**config.mk**
```make
export PLATFORM = sky130hd
export DESIGN_NAME = hazard_ctrl
export DESIGN_NICKNAME = d
export VERILOG_FILES = /design/src/rtl/pd_pkg.sv /design/src/rtl/hazard_wait_timer.sv /design/src/rtl/hazard_ctrl.sv
export SDC_FILE = /design/constraint.sdc
export NUM_CORES = 1
export LEC_CHECK = 0
export CAP_MARGIN = 15
export CELL_PAD_IN_SITES_DETAIL_PLACEMENT = 2
export CELL_PAD_IN_SITES_GLOBAL_PLACEMENT = 2
export CORE_ASPECT_RATIO = 1.1
export CORE_MARGIN = 5
export CORE_UTILIZATION = 22
export CTS_BUF_LIST = sky130_fd_sc_hd__clkbuf_4 sky130_fd_sc_hd__clkbuf_8
export DETAILED_ROUTE_END_ITERATION = 8
export PLACE_DENSITY_LB_ADDON = 0.1
export SETUP_SLACK_MARGIN = 0.15
export SYNTH_ARGS = -nofsm -noshare
export SYNTH_HDL_FRONTEND = slang
export SYNTH_SLANG_ARGS = --single-unit
```
**constraint.sdc**
```tcl
create_clock -name clock -period 2 [get_ports clock]
set_input_delay 0.4 -clock clock [delete_from_list [all_inputs] [get_ports clock]]
set_output_delay 0.4 -clock clock [all_outputs]
set_load 0.03 [all_outputs]
```
**src/rtl/pd_pkg.sv**
```systemverilog
// Shared pipeline-control definitions: hazard FSM state encodings and the x0 index.
package pd_pkg;

  typedef enum logic [1:0] {
    ST_RUN      = 2'd0,
    ST_MEM_WAIT = 2'd1,
    ST_ERROR    = 2'd2
  } hazard_state_e;

  localparam logic [4:0] REG_X0 = 5'd0;

  // A source register depends on rd only when it is actually read and rd is not x0.
  function automatic logic src_depends(input logic used, input logic [4:0] rs,
                                       input logic [4:0] rd);
    return used && (rd != REG_X0) && (rs == rd);
  endfunction

endpackage

```
**src/rtl/hazard_wait_timer.sv**
```systemverilog
// Clearable up-counter tracking how many freeze cycles a data-memory access has taken.
// tc flags the final legal freeze cycle (count == TIMEOUT_CYCLES-1).
module hazard_wait_timer #(
  parameter int unsigned TIMEOUT_CYCLES = 64
) (
  input  logic clock,
  input  logic reset_n,
  input  logic clr,
  input  logic inc,
  output logic tc
);

  localparam int unsigned CW = (TIMEOUT_CYCLES > 2) ? $clog2(TIMEOUT_CYCLES) : 1;
  localparam logic [CW-1:0] TC_VAL = CW'(TIMEOUT_CYCLES - 1);

  logic [CW-1:0] count;

  // Wait counter: clear has priority over increment.
  always_ff @(posedge clock or negedge reset_n) begin
    if (!reset_n) begin
      count <= '0;
    end else if (clr) begin
      count <= '0;
    end else if (inc) begin
      count <= count + 1'b1;
    end
  end

  assign tc = (count == TC_VAL);

endmodule

```
**src/rtl/hazard_ctrl.sv**
```systemverilog
// Pipeline hazard controller: load-use stall, branch flush and data-memory freeze.
// Optional performance counters are built when HAZARD_PERF_CNT_EN is defined.
//
// state    | meaning
// ---------+-----------------------------------------------------------
// RUN      | normal flow; entering a wait freezes the pipe this cycle
// MEM_WAIT | data access outstanding; pipe frozen until dmem_ack
// ERROR    | access timed out; pipe frozen until reset
module hazard_ctrl
  import pd_pkg::*;
#(
  parameter int unsigned TIMEOUT_CYCLES = 64,
  parameter int unsigned CNT_W          = 32
) (
  input  logic             clock,
  input  logic             reset_n,
  input  logic [4:0]       rs1_decode,
  input  logic [4:0]       rs2_decode,
  input  logic             rs1_used,
  input  logic             rs2_used,
  input  logic [4:0]       rd_execute,
  input  logic             execute_is_load,
  input  logic             branch_taken,
  input  logic             dmem_req,
  input  logic             dmem_ack,
  output logic             stall_fetch,
  output logic             stall_decode,
  output logic             flush_decode,
  output logic             flush_execute,
  output logic             freeze,
`ifdef HAZARD_PERF_CNT_EN
  output logic [CNT_W-1:0] load_stall_cnt,
  output logic [CNT_W-1:0] mem_wait_cnt,
  output logic [CNT_W-1:0] flush_cnt,
`endif
  output logic             mem_timeout
);

  hazard_state_e state, state_nxt;
  logic          freeze_c;
  logic          timer_clr;
  logic          timer_inc;
  logic          timer_tc;
  logic          set_timeout;
  logic          load_use;
  logic          ctl_en;

  assign load_use = execute_is_load &&
                    (src_depends(rs1_used, rs1_decode, rd_execute) ||
                     src_depends(rs2_used, rs2_decode, rd_execute));

  hazard_wait_timer #(
    .TIMEOUT_CYCLES(TIMEOUT_CYCLES)
  ) u_wait_timer (
    .clock  (clock),
    .reset_n(reset_n),
    .clr    (timer_clr),
    .inc    (timer_inc),
    .tc     (timer_tc)
  );

  // State register and sticky timeout flag.
  always_ff @(posedge clock or negedge reset_n) begin
    if (!reset_n) begin
      state       <= ST_RUN;
      mem_timeout <= 1'b0;
    end else begin
      state <= state_nxt;
      if (set_timeout) mem_timeout <= 1'b1;
    end
  end

  // Next state, freeze and wait-timer control. The timer counts every freeze
  // cycle, including the RUN cycle that starts the wait.
  always_comb begin
    state_nxt   = state;
    freeze_c    = 1'b0;
    timer_clr   = 1'b0;
    timer_inc   = 1'b0;
    set_timeout = 1'b0;
    case (state)
      ST_RUN: begin
        if (dmem_req && !dmem_ack) begin
          freeze_c  = 1'b1;
          timer_inc = 1'b1;
          state_nxt = ST_MEM_WAIT;
        end else begin
          timer_clr = 1'b1;
        end
      end
      ST_MEM_WAIT: begin
        if (dmem_ack) begin
          timer_clr = 1'b1;
          state_nxt = ST_RUN;
        end else if (timer_tc) begin
          freeze_c    = 1'b1;
          timer_clr   = 1'b1;
          set_timeout = 1'b1;
          state_nxt   = ST_ERROR;
        end else begin
          freeze_c  = 1'b1;
          timer_inc = 1'b1;
        end
      end
      ST_ERROR: begin
        freeze_c  = 1'b1;
        timer_clr = 1'b1;
      end
      default: begin
        timer_clr = 1'b1;
        state_nxt = ST_RUN;
      end
    endcase
  end

  // Freeze overrides stall/flush; a taken branch kills the dependent instruction,
  // so it suppresses the load-use stall. Everything is held low during reset.
  assign ctl_en        = reset_n && !freeze_c;
  assign stall_fetch   = ctl_en && load_use && !branch_taken;
  assign stall_decode  = stall_fetch;
  assign flush_decode  = ctl_en && branch_taken;
  assign flush_execute = ctl_en && (branch_taken || load_use);
  assign freeze        = reset_n && freeze_c;

`ifdef HAZARD_PERF_CNT_EN
  // Performance counters, wrapping naturally at 2^CNT_W.
  always_ff @(posedge clock or negedge reset_n) begin
    if (!reset_n) begin
      load_stall_cnt <= '0;
      mem_wait_cnt   <= '0;
      flush_cnt      <= '0;
    end else begin
      if (stall_fetch)  load_stall_cnt <= load_stall_cnt + 1'b1;
      if (freeze)       mem_wait_cnt   <= mem_wait_cnt + 1'b1;
      if (flush_decode) flush_cnt      <= flush_cnt + 1'b1;
    end
  end
`endif

endmodule
```
======== After elaboration in Yosys (flattened, before gate mapping) ========
Cells that the tools add are included.
storage, ports and cells
  register bits after elaboration ......... 9
  output and inout port bits .............. 6
  word-level logic and storage cells ...... 51
operators by class
  add/subtract/negate cells ............... 1
  equal/unequal tests ..................... 7
  multiplexer cells ....................... 18
  bitwise gates (word level) .............. 1
  reduce and logical (&&, ||, !) cells .... 21
operator list
  kind                                                  count
  logical AND 1 bit                                     12
  2-to-1 mux 6 bit                                      2
  equality test 5 bit                                   2
  2-to-1 mux 1 bit                                      9
  adder 6 x 1 -> 6 bit (second input constant)          1
  equality test 6 bit (second input constant)           1
  2-to-1 mux 2 bit                                      3
  case mux 2 bit (3 select lines)                       1
  nonzero test 5 bit                                    1
  case mux 1 bit (2 select lines)                       2
  logical NOT 1 bit                                     3
  != test 3 bit (second input constant)                 1
  case mux 1 bit (3 select lines)                       1
  AND reduction 3 bit                                   1
  equality test 2 x 1 -> 1 bit (second input constant)  1
  equality test 2 bit (second input constant)           1
  logical NOT 2 bit                                     1
  logical OR 1 bit                                      2
  != test 2 bit (second input constant)                 1
  nonzero test 2 bit                                    1
  NOT 1 bit                                             1

======== Longest topological paths before layout ========
Gate-level depths: netlist of run 1.
  word-level depth ........................ 8
  gate-level depth with buffers ........... 6
  gate-level depth less buffers ........... 5

======== Modules after synthesis ========
A second synthesis of run 1 with hierarchy kept.
unflattened totals
  cell total of the unflattened synthesis .. 65
  area total of the unflattened synthesis .. 603.1 um^2
by module, submodules not included
  module             instances  cells an instance  area an instance (um^2)
  hazard_ctrl        1          37                 321.6
  hazard_wait_timer  1          28                 281.5

======== Least setup slack after synthesis of run 1 ========
No wires, ideal clock.
  path kind ............................... input -> output
  start ................................... in rd_execute[2]
  end ..................................... out stall_fetch
  data arrival time ....................... 2.013 ns
  data required time ...................... 1.600 ns
  path slack .............................. -0.413 ns
  stages .................................. 5
  path buffers ............................ 1
  cells stage by stage .................... xor2_1 > nor4_1 > a32oi_1 > nor3_1 > buf_4
between the ends
  word-level cells in the longest chain between the ends .. 7
RTL lines
  item                                 line                source
  start: declaration                   hazard_ctrl.sv:21   input logic [4:0] rd_execute,
  nonzero test 5 bit                   pd_pkg.sv:15        return used && (rd != REG_X0) && (rs == rd);
  logical AND 1 bit (2 in series)      pd_pkg.sv:15
  logical OR 1 bit (*)                 hazard_ctrl.sv:49   (src_depends(rs1_used, rs1_decode, rd_execute) ||
  logical AND 1 bit (*)                hazard_ctrl.sv:48   assign load_use = execute_is_load &&
  logical AND 1 bit (*) (2 in series)  hazard_ctrl.sv:119  assign stall_fetch = ctl_en && load_use && !branch_taken;
  end: declaration                     hazard_ctrl.sv:26   output logic stall_fetch,
Every way passes the cells marked *; elsewhere a longest branch is shown, timed or not.

======== Final worst setup path of run 1 ========
  start ................................... in rd_execute[4]
  end ..................................... out flush_execute
between the ends
  word-level cells in the longest chain between the ends .. 7
RTL lines
  item                             line                source
  nonzero test 5 bit               pd_pkg.sv:15
  logical AND 1 bit (2 in series)  pd_pkg.sv:15
  logical OR 1 bit (*)             hazard_ctrl.sv:49
  logical AND 1 bit (*)            hazard_ctrl.sv:48
  logical OR 1 bit (*)             hazard_ctrl.sv:122  assign flush_execute = ctl_en && (branch_taken || load_use);
  logical AND 1 bit (*)            hazard_ctrl.sv:122
  end: declaration                 hazard_ctrl.sv:29   output logic flush_execute,
Marks and branches as above.

==> results of run 1 <==
-- final cells by class --
cell class,count,area [µm²],area share [%]
clock buffer,4,30.03,2.854
inverter,2,7.507,0.7134
multi-input combinational,47,421.7,40.07
sequential,9,226.5,21.52
tap,31,38.79,3.686
timing repair buffer,36,327.8,31.15
-- report_power, final --
part           leakage (µW)  switching [µW]  internal [µW]
Combinational      0.000361            60.1           71.1
Sequential         0.000121            5.25            187
Clock             0.0000184            56.6           90.0
-- worst max-delay path: cells and delay by family --
family	cells	cell delay (ns)
buffers and inverters	2	0.25
AND/OR/NAND/NOR	2	0.62
AO/OA/AOI/OAI	2	0.28
-- stage by stage --
stage | setup TNS (ns) | hold slack (ns) | power (µW)
floorplan | 0 | 0.1044 | 235.3
global placement | -1.208 | 0.4500 | 309.8
detailed placement | -1.239 | 0.4552 | 311.9
CTS | 0 | 0.4796 | 465.1
global route | -0.03886 | 0.2567 | 502.3
finish | 0 | 0.2191 | 469.9
-- per-layer routing --
metal	share of wire (%)	global-route usage, %
met5	0	0
met4	0.41	1.739
met3	4.2	3.061
met1	37	11.06
met2	58	20.25
-- path summary, 6_finish.rpt --
check                                       from                    end  slack [ns]
min reg2reg                          mem_timeout            mem_timeout        0.48
min in group clock                   mem_timeout            mem_timeout        0.48
max reg2reg                u_wait_timer.count[0]  u_wait_timer.count[4]        0.70
max in group asynchronous                reset_n               state[1]        1.63
max                                rd_execute[4]          flush_execute        0.05
min                                      reset_n  u_wait_timer.count[3]        0.22
-- state kept, by name, indices dropped and copies added (netlist names) --
name,count
state,2
mem_timeout,1
u_wait_timer.count,6
-- synth_stat cells, types with 2 or more instances --
cell type | count | area (µm²)
dfrtp_1 | 9 | 225.2
nand2_1 | 4 | 15.01
nor2_1 | 9 | 33.78
nor4_1 | 2 | 12.51
nand2b_1 | 2 | 12.51
xor2_1 | 10 | 87.58
xnor2_1 | 4 | 35.03
inv_1 | 2 | 7.510
-- kinds of logic after synthesis --
group / share of synthesized area, %
AOI/OAI and AO/OA: 7.080
xor gates and xnor gates: 21.68
adders and majority gates: 2.212
buffers and inverters: 3.319
DFF: 39.82
and+or+nand+nor: 25.88
-- repair_timing --
| action | 4_1_cts | 5_1_grt |
|---|---|---|
| cloned | 0 | 0 |
| gates resized for setup | 54 | 24 |
| buffers inserted | 1 | 2 |
| endpoints found under the setup margin | 5 | 4 |
| pin swaps | 15 | 14 |
==> out/metrics.csv, run 1 <==
metric,value,unit
fill_cells,275,
cts_tree,yes,
power.leakage,0.0005005,µW
placed_cells,122,
crit_arrival,1.55,ns
cp_max_fo,3,
final_area,1052,µm²
via_count,571,
finalHoldViolations,0,
mostFrequentLayoutCell,buf_4,
cp.required,1.60,ns
htree_num_levels,1,
clk_pin_slew,0.06,ns
drt_iter0_drc,4,
io_pins,29,
setup_slack,0.04958,ns
layout.nets,123,
ys_ff_latch,9,
hp-class,input pin to asynchronous set/reset pin,
port_buffers,28,
crit_type,input pin to primary output,
start_kind,input pin,
rsz0062_at_grt,yes,
max_freq,0.5127,GHz
status,"complete, no violations",
syn_nets,84,
ir_drop,0.5425,mV
crit_path_max_incr_delay,0.52,ns
period_needed,1.950,ns
areaGrowthSynthToFinish,86.06,%
grt_max_degree,10,
rows,19,
avgRoutedWirePerCell,15.24,µm
cts.sinks,9,
ys_warn_count,0,
grt_pass1_vias,672,
first_pass_iters,2,
drc,0,
min_period_over_period,97.52,%
crit_chain,buf_8 > or4_4 > o21a_1 > nand4_4 > o21bai_4 > buf_6,
drv_cap,0,
synth_cell_types,26,
yosysSeqAreaShare,39.82,%
dpl_worst_slack,-0.4200,ns
die_x,58.34,µm
grtUsageTotal,10.54,%
final_cells,129,
antenna_found_initial,0,
relSlewSlack,77.85,%
cts_made_buffers,3,
dpl-instance-area,909.6,µm²
tightest_slew,0.3322,ns
skew,0.005949,ns
avgViaCountPerCell,4.426,
die_h,63.18,µm
num_antenna_cells,0,
avgSynthCellArea,9.426,µm²
insertion_delay,0.25,ns
antenna_left,0,
clockRootBuffer,clkbuf_4,
worstRegToRegCells,5,
synth_ff_type,dfrtp_1,
drv_slew,0,
dpl.hpwl,1569,µm
synth_cells,60,
async_flop_share,100.0,%
end_kind,primary output,
final_cell_mix,"10 x buf_4, 8 x nor2_1, 8 x dfrtp_1, 7 x xor2_1, 5 x buf_6",
grt_pass1_wl,3015,µm
syn_area,565.5,µm²
synth_edf_count,0,
core-area,2472,µm²
dieArea,3686,µm²
hold_buffers,0,
gp_congestion,0.7365,
overflow,0,
finalSetupViolCount,0,
clockBufferDepth,2,
drive_gt1_share,41.84,%
utilization,42.56,%
cpMaxStageDelayCell,or4_4,
powerDensity,446.5,nW/µm²
wl,1966,µm
start_util,22.87,%
No activity file was read; power rests on OpenSTA's default activity.
==> run 2: changes to the inputs <==
Settings changed: CORE_UTILIZATION 22 to 21, CTS_BUF_LIST sky130_fd_sc_hd__clkbuf_4 sky130_fd_sc_hd__clkbuf_8 to default, PLACE_DENSITY_LB_ADDON 0.1 to 0.3, REMOVE_ABC_BUFFERS from default to 1.
==> run 2 against run 1 <==
Non-clock buffer count increased by 4; clock-buffer cell count decreased by 1; hold slack worse by 0.10 ns; combinational power rose by 8%; sequential power barely moved; register-to-register slack got worse by 0.12 ns; core utilization shrank 0.85 points; clock skew down 0.0043 ns; flip-flop and latch count unchanged; sequential share of layout area fell by 0.30 points; clock power decreased by 7%; first-iteration DRC count rose to 2.8 times the previous value; critical path type unchanged; critical endpoint unchanged; highest routed layer is now met3.
==> out/metrics.csv, run 2 (synthesized netlist as in run 1, its figures left out) <==
metric,value,unit,change
multi_input_area,426.7,µm²,was 421.7 µm²
worstRegToRegCells,5,,unchanged
tightest_slew,0.3202,ns,was 0.3322 ns
die_h,64.43,µm,was 63.18 µm
grtUsageTotal,11.11,%,was 10.54%
ir_drop,0.3711,mV,was 0.5425 mV
p_total,470.9,µW,was 469.9 µW
fill_cells,290,,was 275
htree_num_levels,1,,unchanged
drive_gt1_share,44.12,%,was 41.84%
cts_tree,yes,,unchanged
grt_max_degree,8,,was 10
avgRoutedWirePerCell,15.53,µm,was 15.24 µm
dieArea,3832,µm²,was 3686 µm²
hp-class,input pin to asynchronous set/reset pin,,unchanged
top_register,u_wait_timer.count,,unchanged
rsz0062_at_grt,yes,,unchanged
reg.largest.list,"u_wait_timer.count (6), state (2), mem_timeout (1)",,unchanged
avgViaCountPerCell,4.444,,was 4.426
wl,2065,µm,was 1966 µm
antenna_found_initial,0,,unchanged
insertion_delay,0.26,ns,was 0.25 ns
via_count,591,,was 571
powerDensity,443.8,nW/µm²,was 446.5 nW/µm²
die_x,59.48,µm,was 58.34 µm
drv_slew,0,,unchanged
start_kind,input pin,,unchanged
dpl.hpwl,1604,µm,was 1569 µm
period_needed,1.982,ns,was 1.950 ns
relSlewSlack,78.58,%,was 77.85%
layout.nets,127,,was 123
first_pass_iters,3,,was 2
clk_pin_slew,0.06,ns,about the same
power.switching,133.6,µW,was 121.9 µW
cts_made_buffers,3,,unchanged
pwr-share-clk,29.0,%,was 31.2%
seqCellArea,225.2,µm²,was 226.5 µm²
grt_pass1_wl,3180,µm,was 3015 µm
end_kind,primary output,,unchanged
rows,19,,unchanged
port_buffers,28,,unchanged
max_freq,0.5046,GHz,was 0.5127 GHz
p_seq_share,40.8,%,was 40.9%
finalHoldViolations,0,,unchanged
start_util,22.23,%,was 22.87%
netSwitchingFraction,28.38,%,was 25.95%
largest_register_ffs,6,,unchanged
cp.required,1.60,ns,about the same
power.leakage,0.0004861,µW,was 0.0005005 µW
drt_iter0_drc,11,,was 4
num_antenna_cells,0,,unchanged
skew,0.001660,ns,was 0.005949 ns
placed_cells,126,,was 122
overflow,0,,unchanged
internal_power,337.2,µW,was 348.0 µW
finalSetupViolCount,0,,unchanged
areaGrowthSynthToFinish,87.61,%,was 86.06%
grt_pass1_vias,678,,was 672
cts.sinks,9,,unchanged
crit_arrival,1.58,ns,was 1.55 ns
drv_cap,0,,unchanged
cp_max_fo,3,,unchanged
crit_type,input pin to primary output,,unchanged
drc,0,,unchanged
final_cells,133,,was 129
clockRootBuffer,clkbuf_4,,unchanged
mostFrequentLayoutCell,buf_4,,unchanged
clockBufferDepth,2,,unchanged
io_pins,29,,unchanged
share_comb_of_total_power,30.2,%,was 27.9%
status,"complete, no violations",,unchanged
gp_congestion,0.7925,,was 0.7365
dpl_worst_slack,-0.4037,ns,was -0.4200 ns
core-area,2544,µm²,was 2472 µm²
min_period_over_period,99.08,%,was 97.52%
antenna_left,0,,unchanged
final_cell_mix,"13 x buf_4, 9 x xor2_1, 9 x dfrtp_1, 8 x nor2_1, 7 x dlygate4sd2_1",,"was 10 x buf_4, 8 x nor2_1, 8 x dfrtp_1, 7 x xor2_1, 5 x buf_6"
setup_slack,0.01838,ns,was 0.04958 ns
[run 2: power groups by stage]
stage | combinational [µW] | sequential (µW) | clock (µW)
finish | 142 | 192 | 137
global route | 153 | 192 | 159
global placement | 119 | 194 | 0
detailed placement | 123 | 194 | 0
CTS | 127 | 191 | 147
floorplan | 40.4 | 193 | 0
[run 2: layout make-up]
type,count,area share [%]
multi-input combinational,47,40.21
timing repair buffer,40,31.60
clock buffer,3,2.123
tap,31,3.656
clock inverter,1,0.4717
inverter,2,0.7075
sequential,9,21.23
[run 2: final timing paths]
check	start	end	slack (ns)
setup reg to reg	state[1]	u_wait_timer.count[5]	0.58
hold reg to reg	mem_timeout	mem_timeout	0.47
setup / recovery	rd_execute[0]	flush_execute	0.02
min in group clock	mem_timeout	mem_timeout	0.47
hold / removal	reset_n	u_wait_timer.count[2]	0.12
max in group asynchronous	reset_n	state[1]	1.45
[run 2: critical path, stage by stage]
cell      delay, ns
buf_8          0.11
xor2_4         0.18
nor4_4         0.30
a32oi_2        0.16
buf_4          0.16
o21bai_4       0.13
buf_6          0.14
[run 2: what timing repair did]
item,CTS,global route
setup endpoints to repair,5,4
gates resized for setup,64,16
buffers inserted,1,2
hold buffers,0,0
pin swaps,15,12
[run 2: metrics by stage]
step	hold slack, ns	util [%]	setup TNS (ns)	cell area (µm²)
detailed placement	0.4567	36.50	-1.208	928.4
finish	0.1160	41.71	0	1061
CTS	0.09203	38.76	-0.001750	985.9
floorplan	0.1044	-	-1.322	554.3
global route	0.1021	41.71	-0.03397	1061
global placement	0.4502	36.50	-1.150	928.4
[run 2: routing by layer]
metal | global-route usage, % | share of wire [%] | up-vias | wire (µm)
met5 | 0 | 0 | - | 0
met1 | 11.39 | 37 | 283 | 766
met2 | 21.31 | 55 | 23 | 1139
met3 | 3.968 | 7.7 | 0 | 160
met4 | 1.700 | 0 | 0 | 0
li1 | - | - | 285 | -
==> run 3: changes to the inputs <==
Settings changed: CTS_CLUSTER_SIZE from default to 16.
==> results of run 3 <==
The final DEF is identical to that of run 2; final timing and power are the same.
